`src/rtl/alu_pkg.sv`:
```
`default_nettype none
// ============================================================================
// Module      : alu_pkg
// Description : Shared widths and op-select codes for the registered ALU and
//               its issue unit.
// Revision    : 1.0 - initial release
// ============================================================================
package alu_pkg;

    localparam int OP_W  = 4;
    localparam int SEL_W = 2;
    localparam int RES_W = 8;

    localparam logic [SEL_W-1:0] c_sel_add = 2'd0;
    localparam logic [SEL_W-1:0] c_sel_sub = 2'd1;
    localparam logic [SEL_W-1:0] c_sel_and = 2'd2;
    localparam logic [SEL_W-1:0] c_sel_or  = 2'd3;

endpackage
`default_nettype wire

```
`src/rtl/alu_cmd_fifo.sv`:
```
`default_nettype none
// ============================================================================
// Module      : alu_cmd_fifo
// Description : Synchronous FIFO holding {a,b,sel} commands ahead of the ALU.
//               Push is ignored when full and pop is ignored when empty.
// Revision    : 1.0 - initial release
// ============================================================================
module alu_cmd_fifo #(
    parameter int DEPTH  = 4,
    parameter int DATA_W = 10
) (
    input  logic                       clk,
    input  logic                       rst,
    input  logic                       push,
    input  logic [DATA_W-1:0]          push_data,
    input  logic                       pop,
    output logic [DATA_W-1:0]          pop_data,
    output logic                       full,
    output logic                       empty,
    output logic [$clog2(DEPTH+1)-1:0] count
);

    localparam int PTR_W = $clog2(DEPTH);
    localparam int CNT_W = $clog2(DEPTH + 1);

    logic [DATA_W-1:0] r_mem [DEPTH];
    logic [PTR_W-1:0]  r_wr_ptr;
    logic [PTR_W-1:0]  r_rd_ptr;
    logic [CNT_W-1:0]  r_count;
    logic              w_push;
    logic              w_pop;

    assign w_push   = push && !full;
    assign w_pop    = pop && !empty;
    assign full     = (r_count == CNT_W'(DEPTH));
    assign empty    = (r_count == '0);
    assign count    = r_count;
    assign pop_data = r_mem[r_rd_ptr];

    // Storage array: written on accepted push only; stale contents are never read
    always_ff @(posedge clk) begin
        if (w_push) begin
            r_mem[r_wr_ptr] <= push_data;
        end
    end

    // Pointers wrap naturally because DEPTH is a power of two
    always_ff @(posedge clk) begin
        if (rst) begin
            r_wr_ptr <= '0;
            r_rd_ptr <= '0;
            r_count  <= '0;
        end else begin
            if (w_push) begin
                r_wr_ptr <= r_wr_ptr + PTR_W'(1);
            end
            if (w_pop) begin
                r_rd_ptr <= r_rd_ptr + PTR_W'(1);
            end
            case ({w_push, w_pop})
                2'b10:   r_count <= r_count + CNT_W'(1);
                2'b01:   r_count <= r_count - CNT_W'(1);
                default: r_count <= r_count;
            endcase
        end
    end

endmodule
`default_nettype wire

```
`src/rtl/alu_issue_unit.sv`:
```
`default_nettype none
// ============================================================================
// Module      : alu_issue_unit
// Description : Buffers {a,b,sel} commands, issues them one at a time to a
//               registered ALU, waits its latency and holds each result on a
//               valid/ready output until consumed. Results leave in order.
// Revision    : 1.0 - initial release
// ============================================================================
module alu_issue_unit
    import alu_pkg::*;
#(
    parameter int OP_W    = alu_pkg::OP_W,
    parameter int SEL_W   = alu_pkg::SEL_W,
    parameter int RES_W   = alu_pkg::RES_W,
    parameter int DEPTH   = 4,
    parameter int ALU_LAT = 1
) (
    input  logic                       clk,
    input  logic                       rst,
    input  logic                       cmd_valid,
    output logic                       cmd_ready,
    input  logic [OP_W-1:0]            cmd_a,
    input  logic [OP_W-1:0]            cmd_b,
    input  logic [SEL_W-1:0]           cmd_sel,
    output logic [OP_W-1:0]            alu_a,
    output logic [OP_W-1:0]            alu_b,
    output logic [SEL_W-1:0]           alu_sel,
    input  logic [RES_W-1:0]           alu_result,
    output logic                       res_valid,
    input  logic                       res_ready,
    output logic [RES_W-1:0]           res_data,
    output logic [SEL_W-1:0]           res_sel,
    output logic [$clog2(DEPTH+1)-1:0] count,
    output logic                       busy
);

    localparam int CNT_W  = $clog2(DEPTH + 1);
    localparam int LAT_W  = (ALU_LAT < 1) ? 1 : $clog2(ALU_LAT + 1);
    localparam int FIFO_W = 2 * OP_W + SEL_W;

    localparam logic [1:0] c_st_idle = 2'd0;
    localparam logic [1:0] c_st_wait = 2'd1;
    localparam logic [1:0] c_st_hold = 2'd2;

    logic [1:0]        r_state;
    logic [LAT_W-1:0]  r_wait_cnt;
    logic [OP_W-1:0]   r_alu_a;
    logic [OP_W-1:0]   r_alu_b;
    logic [SEL_W-1:0]  r_alu_sel;
    logic              r_res_valid;
    logic [RES_W-1:0]  r_res_data;
    logic [SEL_W-1:0]  r_res_sel;

    logic              w_full;
    logic              w_empty;
    logic              w_issue;
    logic [FIFO_W-1:0] w_head;
    logic [CNT_W-1:0]  w_count;

    // An op leaves the FIFO from IDLE, or from HOLD in the same edge the
    // pending result is consumed, so the ALU never sees two ops in flight.
    assign w_issue = !w_empty &&
                     ((r_state == c_st_idle) ||
                      ((r_state == c_st_hold) && res_ready));

    alu_cmd_fifo #(
        .DEPTH  (DEPTH),
        .DATA_W (FIFO_W)
    ) u_cmd_fifo (
        .clk       (clk),
        .rst       (rst),
        .push      (cmd_valid),
        .push_data ({cmd_a, cmd_b, cmd_sel}),
        .pop       (w_issue),
        .pop_data  (w_head),
        .full      (w_full),
        .empty     (w_empty),
        .count     (w_count)
    );

    // Issue/wait/hold sequencing with registered ALU inputs and result port
    always_ff @(posedge clk) begin
        if (rst) begin
            r_state     <= c_st_idle;
            r_wait_cnt  <= '0;
            r_alu_a     <= '0;
            r_alu_b     <= '0;
            r_alu_sel   <= '0;
            r_res_valid <= 1'b0;
            r_res_data  <= '0;
            r_res_sel   <= '0;
        end else begin
            case (r_state)
                c_st_idle: begin
                    if (w_issue) begin
                        r_state <= c_st_wait;
                    end
                end
                c_st_wait: begin
                    if (r_wait_cnt == '0) begin
                        r_res_data  <= alu_result;
                        r_res_sel   <= r_alu_sel;
                        r_res_valid <= 1'b1;
                        r_state     <= c_st_hold;
                    end else begin
                        r_wait_cnt <= r_wait_cnt - LAT_W'(1);
                    end
                end
                c_st_hold: begin
                    if (res_ready) begin
                        r_res_valid <= 1'b0;
                        r_state     <= w_issue ? c_st_wait : c_st_idle;
                    end
                end
                default: begin
                    r_state <= c_st_idle;
                end
            endcase

            // Head of the FIFO drives the ALU until the next issue
            if (w_issue) begin
                {r_alu_a, r_alu_b, r_alu_sel} <= w_head;
                r_wait_cnt                    <= LAT_W'(ALU_LAT);
            end
        end
    end

    assign cmd_ready = !w_full;
    assign alu_a     = r_alu_a;
    assign alu_b     = r_alu_b;
    assign alu_sel   = r_alu_sel;
    assign res_valid = r_res_valid;
    assign res_data  = r_res_data;
    assign res_sel   = r_res_sel;
    assign count     = w_count;
    assign busy      = (r_state != c_st_idle) || (w_count != '0);

endmodule
`default_nettype wire
```
`config.mk`:
```
export PLATFORM = sky130hd
export DESIGN_NAME = alu_issue_unit
export DESIGN_NICKNAME = d
export VERILOG_FILES = /design/src/rtl/alu_pkg.sv /design/src/rtl/alu_cmd_fifo.sv /design/src/rtl/alu_issue_unit.sv
export SDC_FILE = /design/constraint.sdc
export NUM_CORES = 1
export LEC_CHECK = 0
export CORE_MARGIN = 8
export CORE_UTILIZATION = 47
export CTS_CLUSTER_SIZE = 30
export DETAILED_ROUTE_END_ITERATION = 10
export PLACE_DENSITY = 0.84
export SKIP_LAST_GASP = 1
export SLEW_MARGIN = 25
export SYNTH_ARGS = -nofsm -noshare
export SYNTH_HDL_FRONTEND = slang
export SYNTH_SLANG_ARGS = --single-unit
```
`constraint.sdc`:
```
create_clock -name clk -period 2.28 [get_ports clk]
set_clock_uncertainty 0.05 [all_clocks]
set_input_delay 0.342 -clock clk [delete_from_list [all_inputs] [get_ports clk]]
set_output_delay 0.342 -clock clk [all_outputs]
set_load 0.1 [all_outputs]
```
# --- After elaboration in Yosys (flattened, before gate mapping) ---
# Memories as Yosys holds them, arrays and structs flattened. A register that Yosys moved wholly into a read port is not among the register bits.
# Cells that the tools add are included.
classes:
  bitwise: 1
  reduce_logical: 18
  n_eq_ne: 8
  add_sub_neg: 5
  mux: 14
op_table:
  columns: ["cell", "n"]
  rows:
  - ["1-bit two-way mux", 8]
  - ["2-bit nonzero test", 4]
  - ["2-bit two-way mux", 3]
  - ["2-bit one-hot mux with 3 select lines", 1]
  - ["3-bit one-hot mux with 2 select lines", 1]
  - ["3-bit AND reduction", 2]
  - ["2-bit by 1-bit adder with 2-bit output, second input constant", 2]
  - ["2-bit by 1-bit equality test with 1-bit output, second input constant", 2]
  - ["2-bit equality test, second input constant", 2]
  - ["1-bit logical AND", 4]
  - ["2-bit != test, second input constant", 2]
  - ["3-bit by 1-bit adder with 3-bit output, second input constant", 1]
  - ["3-bit equality test, second input constant", 1]
  - ["3-bit logical NOT", 1]
  - ["3-bit nonzero test", 1]
  - ["3-bit by 1-bit subtractor with 3-bit output, second input constant", 1]
  - ["1-bit logical NOT", 2]
  - ["2-bit logical NOT", 1]
  - ["1-bit logical OR", 2]
  - ["2-bit by 1-bit != test with 1-bit output, second input constant", 1]
  - ["1-bit one-hot mux with 2 select lines", 1]
  - ["2-bit AND reduction", 1]
  - ["1-bit inverter", 1]
  - ["1-bit subtractor, second input constant", 1]
word_totals:
  ram_bits: 40
  wordCells: 55
  ff_bits: 21
  output_inout_bits: 26
  mem_count: 1
memory_table:
  columns: ["memory", "depth", "width", "read_ports", "rd_clocked_by_memory_dff", "write_ports", "line", "rtl"]
  rows:
  - ["u_cmd_fifo.r_mem", 4, 10, 1, 1, 1, "alu_cmd_fifo.sv:26", "logic [DATA_W-1:0] r_mem [DEPTH];"]

# --- Longest topological paths before layout ---
logic_depth:
  depth_word: 7
  depth_mapped: 9
  ltp_nobuf: 8

# --- Cells and area by module ---
# From an unflattened synthesis, not the netlist that was laid out.
unflattened:
  hier_cells: 206
  area_unflattened_um2: 2921.6
modules_own_cells:
  columns: ["module", "area_per_inst_um2", "cells_per_inst", "n_inst"]
  rows:
  - ["alu_cmd_fifo", 1920.6, 106, 1]
  - ["alu_issue_unit", 1001.0, 100, 1]

# --- Least setup slack after synthesis ---
# No wires, ideal clock.
synth_path:
  kind: "reg-to-reg"
  startpoint: "reg u_cmd_fifo.r_count[0] (netlist: u_cmd_fifo.count[0])"
  endpoint: "reg u_cmd_fifo.r_count[2] (netlist: u_cmd_fifo.count[2])"
  setup_time_ns: 0.070
  period_less_slack_ns: 2.882
  arrival_ns: 2.762
  slack_ns: -0.602
  path_buffers: 1
  stages_incl_launch_ff: 9
  required_time_ns: 2.160
  cell_sequence: "dfxtp_1 > or3b_1 > buf_6 > nand2_1 > ha_1 > fa_1 > xnor2_1 > or3_1 > a21oi_1"
synth_via:
  word_cells_on_any_way: 13
synth_rtl:
  columns: ["item", "line", "rtl"]
  rows:
  - ["start, declared", "alu_cmd_fifo.sv:29", "logic [CNT_W-1:0] r_count;"]
  - ["start signal, assigned", "alu_cmd_fifo.sv:61", "2'b10: r_count <= r_count + CNT_W'(1);"]
  - ["start signal, assigned", "alu_cmd_fifo.sv:62", "2'b01: r_count <= r_count - CNT_W'(1);"]
  - ["start signal, assigned", "alu_cmd_fifo.sv:63", "default: r_count <= r_count;"]
  - ["3-bit equality test *", "alu_cmd_fifo.sv:35", "assign full = (r_count == CNT_W'(DEPTH));"]
  - ["1-bit logical NOT *", null, null]
  - ["named net cmd_ready", "alu_issue_unit.sv:21", "output logic cmd_ready,"]
  - ["1-bit logical AND *", "alu_cmd_fifo.sv:33", "assign w_push = push && !full;"]
  - ["2-bit by 1-bit equality test with 1-bit output or 2-bit equality test (tied branches)", "alu_cmd_fifo.sv:60", "case ({w_push, w_pop})"]
  - ["3-bit one-hot mux with 2 select lines or 2-bit nonzero test (tied branches)", null, null]
# The timed path passes the listed nets; every way through them passes the cells marked *.
# A chain may end at the register's enable or synchronous reset.

# --- Final worst setup path ---
layout_path:
  startpoint: "reg u_cmd_fifo.r_count[1] (netlist: u_cmd_fifo.count[1])"
  endpoint: "out busy"
layout_via:
  elab_chain_cells: 2
layout_lines:
  columns: ["item", "line", "rtl"]
  rows:
  - ["3-bit nonzero test", "alu_issue_unit.sv:136", "assign busy = (r_state != c_st_idle) || (w_count != '0);"]
  - ["1-bit logical OR", "alu_issue_unit.sv:136", null]
  - ["end, declared", "alu_issue_unit.sv:34", "output logic busy"]
# No other way between the ends.

==> flow_summary.toml <==
[outcome]
outcome = "complete, no violations"

[synth]
synth_fp_nets = 229
ys_ff_latch = 71
ys.flop_type = "edfxtp_1"
yosys-top-cells-area = "edfxtp_1, dfxtp_1, mux4_2"
synth_edf_count = 40
synth.top_cells.by_count = "edfxtp_1, dfxtp_1, a21oi_1"
synth_area_sq_mm = 0.00289
avgSynthCellArea_sq_um = 14.4
synth.top_cell.area_share_pct = 41.5
syn_inst = 201
yosysTopAreaCell = "edfxtp_1"
synthArstFlopShare_pct = 0
yosys_warnings = 0
yosysMostFrequentCell = "edfxtp_1"
ys_seq_area_share_pct = 63.0
yosys.cell_types.count = 36

[clock_network]
cts.sinks = 71
clock_path_buffers = 2
clk_latency_ns = 0.33
cts_made_buffers = 9
clockRootBuffer = "clkbuf_8"
path_clk_slew_ns = 0.07
htreeDepth = 3
cts_setup_buffers = 0
post_cts_resized = 0
cts-hold-fix-buffers = 0
cts_tree = "yes"

[routing]
route.detailed.drc = 0
initialDrtViolationCount = 88
wirelength_mm = 5.30
antenna_left = 0
vias_per_cell = 5.23
num_vias = 1778
wl_per_cell_microns = 15.6
dr.pass1.iters = 4

[global_route]
grt_antenna_before_repair = 0
grt_util_all_layers_pct = 12.8
grt_pass1_vias = 1820
grt_start_max_net_pins = 17
overflow = 0
grt_pass1_wl_mm = 8.88

[job]
cap_violations = 0

[placed_design]
hpwlAfterDp_mm = 3.79
gp_congestion = 0.729
port_buffers = 47
place_area_sq_mm = 0.00342

[final_layout]
post-route-util_pct = 60.6
area_growth_pct = 24.1
drive_above_1_share_pct = 27.5
fin_area_sq_mm = 0.00359
antenna_cells = 0
final_nets = 288

[sta]
relSlewSlack_pct = 39.3
post-route-min-period_ns = 2.22
hold_violations = 0
period_share_pct = 97.3
fmax_mhz = 451
rsz0062_at_grt = "no"
fin_setup_tns_ns = 0
setup_violations = 0
tightestPinTransition_ns = 0.909
holdWs_ns = 0.427
slew_viol_final = 0

[worst_setup_path]
cp_max_fo = 12
required_ns = 1.89
endpoint_kind = "output port"
worst-setup-path-type = "reg2out"
reg2reg_depth = 8
cp.arrival_ns = 1.83
start_kind = "flop"

[die]
num_rows = 28
io_pins = 48
fp.dieArea_sq_mm = 0.00892
initial_utilization_pct = 48.8
core_area_sq_mm = 0.00592
die_w_microns = 94.4
chipHeight_microns = 94.4

[hold_path]
whs_path_depth = 2
hold_path.class = "reg2reg"
[sequential cells by signal, summed over array words and instances (netlist names)]
signal / flops
alu_a: 4
alu_b: 4
alu_sel: 2
r_state: 2
r_wait_cnt: 1
res_data: 8
res_sel: 2
res_valid: 1
u_cmd_fifo.count: 3
u_cmd_fifo.r_mem: 40
u_cmd_fifo.r_rd_ptr: 2
u_cmd_fifo.r_wr_ptr: 2
[final cells by class]
class,count,area [sq um]
fill,459,2330
sequential,71,1830
multi-input combinational,111,940
timing repair buffer,63,538
clock buffer,13,149
tap,75,93.8
clock inverter,3,18.8
inverter,4,15.0
[placed cells by master (no fill, tap or decap), types with 2 or more instances in the layout]
cell type        netlist  routed
clkbuf_8               3      10
or3_1                  3       2
nor2b_1                2       2
o21ai_0                3       3
ha_1                   5       4
a21o_1                 2       2
o31ai_1               11      11
mux2i_1               11      11
clkbuf_1               1       3
nor2_1                15      15
buf_4                  1      41
a21oi_1               17      17
mux4_2                 7       7
edfxtp_1              40      40
clkdlybuf4s50_1        0      21
nand2_1                3       3
nand3_1                3       2
mux4_1                 3       3
dfxtp_1               31      28
dfxtp_4                0       3
and3_1                 4       4
nand4_1               11      11
inv_1                  4       4
[through the flow]
| step | setup WS [ns] | cells |
|---|---|---|
| CTS | 0.0442 | 340 |
| finish | 0.0627 | 340 |
| global placement | -0.185 | 324 |
| detailed placement | -0.245 | 324 |
| global route | 0.000954 | 340 |
| floorplan | 0.0282 | 201 |
[worst paths after layout]
kind,startpoint,to,slack (ns)
setup / recovery,u_cmd_fifo.count[1],busy,0.06
hold / removal,alu_a[0],alu_a[0],0.43
setup reg to reg,u_cmd_fifo.count[1],u_cmd_fifo.count[2],0.12
hold reg to reg,alu_a[0],alu_a[0],0.43
[critical path, stage by stage (launching register included)]
cell and delay [ns]:
dfxtp_4 0.37, or3_4 0.40, buf_4 0.19, or3_1 0.36, buf_12 0.19
[cells by family (layout without fill, tap and decap cells)]
group / after synthesis / in the layout / synth area share (%)
AOI/OAI and AO/OA: 34 / 34 / 7.14
xor gates and xnor gates: 2 / 2 / 0.606
adders and majority gates: 6 / 6 / 2.86
buffers and inverters: 19 / 83 / 5.11
DFF: 71 / 71 / 63.0
muxes: 22 / 22 / 12.4
and+or+nand+nor: 47 / 47 / 8.91
[per-layer routing]
| layer | vias up | routed length, microns | GRT usage (%) | part of all wire, % |
|---|---|---|---|---|
| met5 | - | 0 | 0 | 0 |
| met4 | 0 | 41 | 5.15 | 0.77 |
| met3 | 4 | 433 | 5.48 | 8.2 |
| met2 | 50 | 2500 | 20.5 | 47 |
| met1 | 840 | 2330 | 15.0 | 44 |
| li1 | 884 | - | - | - |
Power is left out: the tool's default activity adds up to more than one toggle a clock period on the data nets, which glitch-free logic cannot reach.
